--- config.mk ---
export PLATFORM = sky130hd
export DESIGN_NAME = pipeline_ctrl
export DESIGN_NICKNAME = d
export VERILOG_FILES = /design/src/rtl/pipeline_ctrl.sv
export SDC_FILE = /design/constraint.sdc
export NUM_CORES = 1
export LEC_CHECK = 0
export ABC_AREA = 1
export BUFFER_PORTS_ARGS = -buffer_cell sky130_fd_sc_hd__buf_2
export CAP_MARGIN = 20
export CELL_PAD_IN_SITES_DETAIL_PLACEMENT = 0
export CELL_PAD_IN_SITES_GLOBAL_PLACEMENT = 1
export CORE_ASPECT_RATIO = 1.4
export CORE_UTILIZATION = 35
export CTS_CLUSTER_SIZE = 16
export DETAILED_ROUTE_END_ITERATION = 12
export GPL_TIMING_DRIVEN = 0
export PLACE_DENSITY = 0.88
export SLEW_MARGIN = 20
export SYNTH_ARGS = -nofsm -noshare
export SYNTH_HDL_FRONTEND = slang
export SYNTH_SLANG_ARGS = --single-unit
--- constraint.sdc ---
create_clock -name CLK -period 3.1 [get_ports CLK]
set_clock_uncertainty 0.15 [all_clocks]
set_input_delay 0.62 -clock CLK [delete_from_list [all_inputs] [get_ports CLK]]
set_output_delay 0.62 -clock CLK [all_outputs]
set_load 0.005 [all_outputs]
--- src/rtl/pipeline_ctrl.sv ---
// ---------------------------------------------------------------------------
// pipeline_ctrl
//
// Hazard and stall controller for a five-stage pipeline. It decides each
// cycle which pipeline latches advance, which latches get a bubble, and
// whether the PC advances. It also tracks a sticky halt condition and counts
// stall cycles.
//
// Ports
//   CLK          in   clock, all state updates on the rising edge
//   nRST         in   asynchronous active-low reset
//   ihit         in   instruction fetch completed this cycle
//   dhit         in   data access completed this cycle
//   memDRE       in   MEM-stage instruction reads data memory
//   memDWE       in   MEM-stage instruction writes data memory
//   memHALT      in   halt instruction present in MEM stage
//   loaduse      in   ID-stage instruction depends on the EX-stage load
//   branchTaken  in   EX stage resolved a taken branch/jump
//   ifidW..memwbW out latch advance enables
//   ifidRST..exmemRST out latch flush (bubble) requests
//   pcEN         out  PC update enable
//   halt         out  registered processor-halted flag
//   stallCount   out  saturating count of stalled cycles
// ---------------------------------------------------------------------------
module pipeline_ctrl (
    input  logic        CLK,
    input  logic        nRST,
    input  logic        ihit,
    input  logic        dhit,
    input  logic        memDRE,
    input  logic        memDWE,
    input  logic        memHALT,
    input  logic        loaduse,
    input  logic        branchTaken,
    output logic        ifidW,
    output logic        idexW,
    output logic        exmemW,
    output logic        memwbW,
    output logic        ifidRST,
    output logic        idexRST,
    output logic        exmemRST,
    output logic        pcEN,
    output logic        halt,
    output logic [15:0] stallCount
);

    typedef enum logic [1:0] {
        RUN    = 2'd0,
        DWAIT  = 2'd1,
        HALTED = 2'd2
    } state_t;

    // Control bundle order:
    // {ifidW, idexW, exmemW, memwbW, ifidRST, idexRST, exmemRST, pcEN}
    localparam logic [7:0] CTL_NONE   = 8'b0000_000_0;
    localparam logic [7:0] CTL_NORMAL = 8'b1111_000_1;
    localparam logic [7:0] CTL_BRANCH = 8'b0011_110_1;
    localparam logic [7:0] CTL_LDUSE  = 8'b0011_010_0;
    localparam logic [7:0] CTL_IMISS  = 8'b0111_100_0;

    state_t     state;
    state_t     nextState;
    state_t     runNext;
    logic [7:0] runCtl;
    logic [7:0] ctl;
    logic       dataWait;

    assign dataWait = (memDRE | memDWE) & ~dhit;

    // Priority decode of the RUN-state conditions. DWAIT reuses this once
    // the data access completes, at which point dataWait is already false.
    always_comb begin
        runCtl  = CTL_NORMAL;
        runNext = RUN;
        if (memHALT) begin
            runCtl  = CTL_NONE;
            runNext = HALTED;
        end else if (dataWait) begin
            runCtl  = CTL_NONE;
            runNext = DWAIT;
        end else if (branchTaken) begin
            runCtl = CTL_BRANCH;
        end else if (loaduse) begin
            runCtl = CTL_LDUSE;
        end else if (!ihit) begin
            runCtl = CTL_IMISS;
        end
    end

    // State-dependent selection of the control bundle and next state.
    always_comb begin
        ctl       = CTL_NONE;
        nextState = state;
        case (state)
            RUN: begin
                ctl       = runCtl;
                nextState = runNext;
            end
            DWAIT: begin
                if (dhit) begin
                    ctl       = runCtl;
                    nextState = runNext;
                end
            end
            HALTED: begin
                ctl       = CTL_NONE;
                nextState = HALTED;
            end
            default: begin
                ctl       = CTL_NONE;
                nextState = RUN;
            end
        endcase
    end

    // Reset forces every enable and flush low without waiting for a clock.
    assign {ifidW, idexW, exmemW, memwbW, ifidRST, idexRST, exmemRST, pcEN} =
        nRST ? ctl : CTL_NONE;

    always_ff @(posedge CLK or negedge nRST) begin
        if (!nRST) begin
            state <= RUN;
        end else begin
            state <= nextState;
        end
    end

    // halt goes high on the same edge that enters HALTED and stays there.
    always_ff @(posedge CLK or negedge nRST) begin
        if (!nRST) begin
            halt <= 1'b0;
        end else begin
            halt <= (nextState == HALTED);
        end
    end

    // Counts edges where the PC is held outside HALTED; pins at all-ones.
    always_ff @(posedge CLK or negedge nRST) begin
        if (!nRST) begin
            stallCount <= 16'd0;
        end else if ((state != HALTED) && !pcEN && (stallCount != 16'hFFFF)) begin
            stallCount <= stallCount + 16'd1;
        end
    end

endmodule
* After elaboration in Yosys (flattened, before gate mapping) *
Cells that the tools add are included.

operators by class
  $add $sub $neg = 1
  eq/ne operators = 5
  muxes and demuxes = 12
  bitwise operators = 3
  reduce and logical (&&, ||, !) cells = 4

operator list
  cell                     count
  $mux W8                  7
  $add A16 B1 Y16 const B  1
  $ne A16 B16 Y1 const B   1
  $pmux W8 S2              1
  $pmux W2 S3              1
  $eq A2 B2 Y1 const B     2
  $mux W2                  2
  $eq A2 B1 Y1 const B     1
  $logic_and A1 B1 Y1      2
  $logic_not A2 Y1         1
  $ne A2 B2 Y1 const B     1
  $and A1 B1 Y1            1
  $logic_not A1 Y1         1
  $mux W1                  1
  $not A1 Y1               1
  $or A1 B1 Y1             1

word-level totals
  bits in registers = 19
  word-level logic and storage cells = 28

* Logic depth before layout (Yosys ltp) *
  word-level depth = 11
  depth in mapped cells = 9
  mapped depth without buffers = 8

* Worst setup path before layout *
OpenSTA, ideal clock, no wires.

  path kind = in2out
  from = input port memDWE
  to = output port memwbW
  arrival = 1146 ps
  path slack = 1184 ps
  cell stages on the path = 6
  buffers on the path = 1
  cells stage by stage = nor2_1 nand2_1 nand2_1 nand3_1 inv_1 buf_4

between the ends
  cells in the longest elaborated chain, start to end = 7

ends and longest elaborated chain
  element            RTL line  text
  from (decl)        31        input logic memDWE,
  $or A1 B1 Y1 (*)   68        assign dataWait = (memDRE | memDWE) & ~dhit;
  $and A1 B1 Y1 (*)  68
  $mux W8 (*)        78        end else if (dataWait) begin
  $mux W8 (*)        75        if (memHALT) begin
  $mux W8            100       if (dhit) begin
  $pmux W8 S2 (*)    94        case (state)
  $mux W8 (*)        118       nRST ? ctl : CTL_NONE;
  to (decl)          38        output logic memwbW,

Every way passes the cells marked *; elsewhere a longest branch is shown, timed or not.

* Worst setup path in the final report *
  from = input port nRST
  to = output port memwbW

between the ends
  cells in the longest elaborated chain, start to end = 1

ends and longest elaborated chain
  element      RTL line  text
  from (decl)  27        input logic nRST,
  $mux W8      118

No other way between the ends.

==> flow_summary.yaml <==
outcome:
  status: "finished clean"
global_route:
  grt_overflow: 0
  grt_pass1_vias: 1023
  grt_pass1_wl_um: 4570
  antenna_found_initial: 0
  grt_usage_pct: 16.0
  grt_start_max_net_pins: 22
die:
  core_area_mm2: 0.00341
  fp-row-count: 25
  ios: 34
  die_h_um: 72.8
  die_x_um: 52.6
  start_util_pct: 36.8
  dieArea_mm2: 0.00383
timing:
  maxSlewViolCount: 0
  tns_ps: 0
  hold_viol_final: 0
  period_needed_ps: 2330
  finalCritPeriodShare_pct: 75.1
  grt_setup_unrepaired: "no"
  max_clock_freq_mhz: 430
  setup_viol_count_final: 0
route:
  dr.first_iter.drc_count: 10
  ant_nets: 0
  drc_errors: 0
  post_drt_wl_per_cell_um: 10.8
  dr.pass1.iters: 2
  vias: 1141
  vias_per_cell: 4.51
  wl_um: 2730
clocking:
  insertion_delay_ps: 250
  clockRootBuffer: "clkbuf_8"
  cts_buffers: 3
  cts_hold_buf: 0
  path_clk_slew_ps: 70
  post_cts_resized: 0
  clock_path_buffers: 2
  cts_tree: "done"
  h-tree-depth: 1
  cts_setup_buffers: 0
  cts_sinks: 19
yosys:
  synth.area.top_cells: "dfrtp_1 (38%), nand2_1 (23%), nor2_1 (6.0%)"
  yosysMostFrequentCell: "nand2_1"
  synth_ff_type: "dfrtp_1"
  async_flop_share_pct: 100
  synth_seq_cells: 19
  yosys_warnings: 0
  synthCells: 177
  synth_cell_type_count: 25
  syn_nets: 187
  synth-seq-area-share_pct: 37.9
  synth_edf_count: 0
  synth_top_area_cell: "dfrtp_1"
  synth_top_area_share_pct: 37.9
  synth_area_mm2: 0.00125
  synth_commonest_cells: "nand2_1 (77), nor2_1 (20), dfrtp_1 (19), inv_1 (15), nand3_1 (7)"
  synth_area_per_cell_um2: 7.08
placed_design:
  dp_hpwl_um: 2100
  place_congestion: 0.795
  io_buffers: 32
  placedInstanceArea_mm2: 0.00146
cells_and_area:
  layout.nets: 224
  fin_area_mm2: 0.00151
  num-fill-cells: 371
  drive_above_1_share_pct: 23.0
  area_growth_pct: 20.4
  n_antenna_cell: 0
hold_path:
  hp-class: "input port to async pin"
critical_path:
  reg2reg_from: "stallCount[0]"
  cp_common_cell: "buf_2"
  rrSetupSlack_ps: 1290
  path_cells: "buf_2 -> nand3_1 -> inv_1 -> buf_4 -> buf_2"
  setup.worst_path.end_class: "output pin"
  worstRegToRegCells: 9
  slowest_stage: "buf_2"
  critical_path_class: "input port to output pin"
  critPathMaxStageDelay_ps: 390
  start_kind: "input port"
  cp_max_fo: 21
  reg2reg_to: "stallCount[11]"
  cp.arrival_ps: 1560
  required_ps: 2330
power:
  ir_worst_vdd_v: 0.000237
  p_leak_nw: 0.842
  power.density_mw_per_mm2: 354
run:
  maxCapViolCount: 0
-- cell usage in the layout, fill, tap and decap left out --
| cell | Yosys | final |
|---|---|---|
| buf_4 | 2 | 2 |
| inv_1 | 15 | 15 |
| o21ai_0 | 3 | 3 |
| nor2_2 | 1 | 1 |
| nand2_2 | 1 | 1 |
| conb_1 | 1 | 1 |
| nand3_1 | 7 | 7 |
| clkbuf_1 | 0 | 1 |
| buf_6 | 1 | 1 |
| buf_2 | 0 | 32 |
| ha_1 | 1 | 1 |
| nand2_1 | 77 | 77 |
| inv_2 | 1 | 1 |
| nand3_4 | 1 | 1 |
| nor2_1 | 20 | 20 |
| a21oi_1 | 5 | 5 |
| nand3_2 | 1 | 1 |
| xnor2_1 | 6 | 6 |
| buf_8 | 1 | 1 |
| nand4_1 | 1 | 1 |
| nor2_4 | 3 | 3 |
| nor3_4 | 1 | 1 |
| nor3_1 | 2 | 2 |
| nand3b_1 | 1 | 1 |
| xor2_1 | 5 | 5 |
| nand3b_2 | 1 | 1 |
| clkbuf_8 | 0 | 3 |
| dfrtp_1 | 19 | 19 |
-- report_power, final --
group | total [mW] | internal (mW) | switching (mW)
clock network | 0.172 | 0.0912 | 0.0804
logic | 0.0733 | 0.0339 | 0.0394
registers | 0.290 | 0.264 | 0.0255
-- worst max-delay path by stage --
stage | startpoint | to | slack (ps) | cells after the start
after floorplan | memDWE | memwbW | 1180 | 6
after global placement | nRST | memwbW | 730 | 5
after detailed placement | nRST | memwbW | 730 | 5
after CTS | nRST | memwbW | 740 | 5
after global routing | nRST | ifidW | 590 | 4
final | nRST | memwbW | 770 | 5
-- kinds of logic (layout without fill, tap and decap cells) --
family	count (synthesis)	in the layout	synth area share [%]
fa+ha+maj	1	1	0.998
other cells	1	1	0.299
xor+xnor	11	11	7.68
buf+inv	20	56	8.08
simple gates	117	117	41.8
flops	19	19	37.9
compound gates	8	8	3.19
-- layer usage --
metal	vias up	track usage (%)	wire (um)
li1	610	-	-
met1	505	18.9	1150
met2	24	29.0	1470
met3	2	1.88	87
met4	0	5.26	28
met5	-	0	0
-- stage by stage --
step	worst slack, ps	util [%]	total power [mW]	std cells	hold WS [ps]
finish	773	44.3	0.535	253	162
global route	595	44.3	0.571	253	194
CTS	736	44.3	0.545	253	173
detailed placement	733	42.9	0.370	249	372
global placement	734	42.9	0.369	249	363
floorplan	1180	-	0.334	177	174
-- flip-flops by register name (all words and copies together) (netlist names) --
signal      flops
halt            1
stallCount     16
state           2
-- critical path: cells and delay by family --
| family | cells | cell delay (ps) |
|---|---|---|
| buffers and inverters | 4 | 690 |
| and+or+nand+nor | 1 | 240 |
-- area by class of cell --
cell class	count	area, um2	share of cell area, %
Multi-Input combinational cell	138	677	44.9
Clock buffer	4	45.0	2.99
Tap cell	40	50.0	3.32
Buffer	4	41.3	2.74
Inverter	16	60.1	3.98
Timing Repair Buffer	32	160	10.6
Sequential cell	19	475	31.5
No activity file was read; power rests on OpenSTA's default activity.
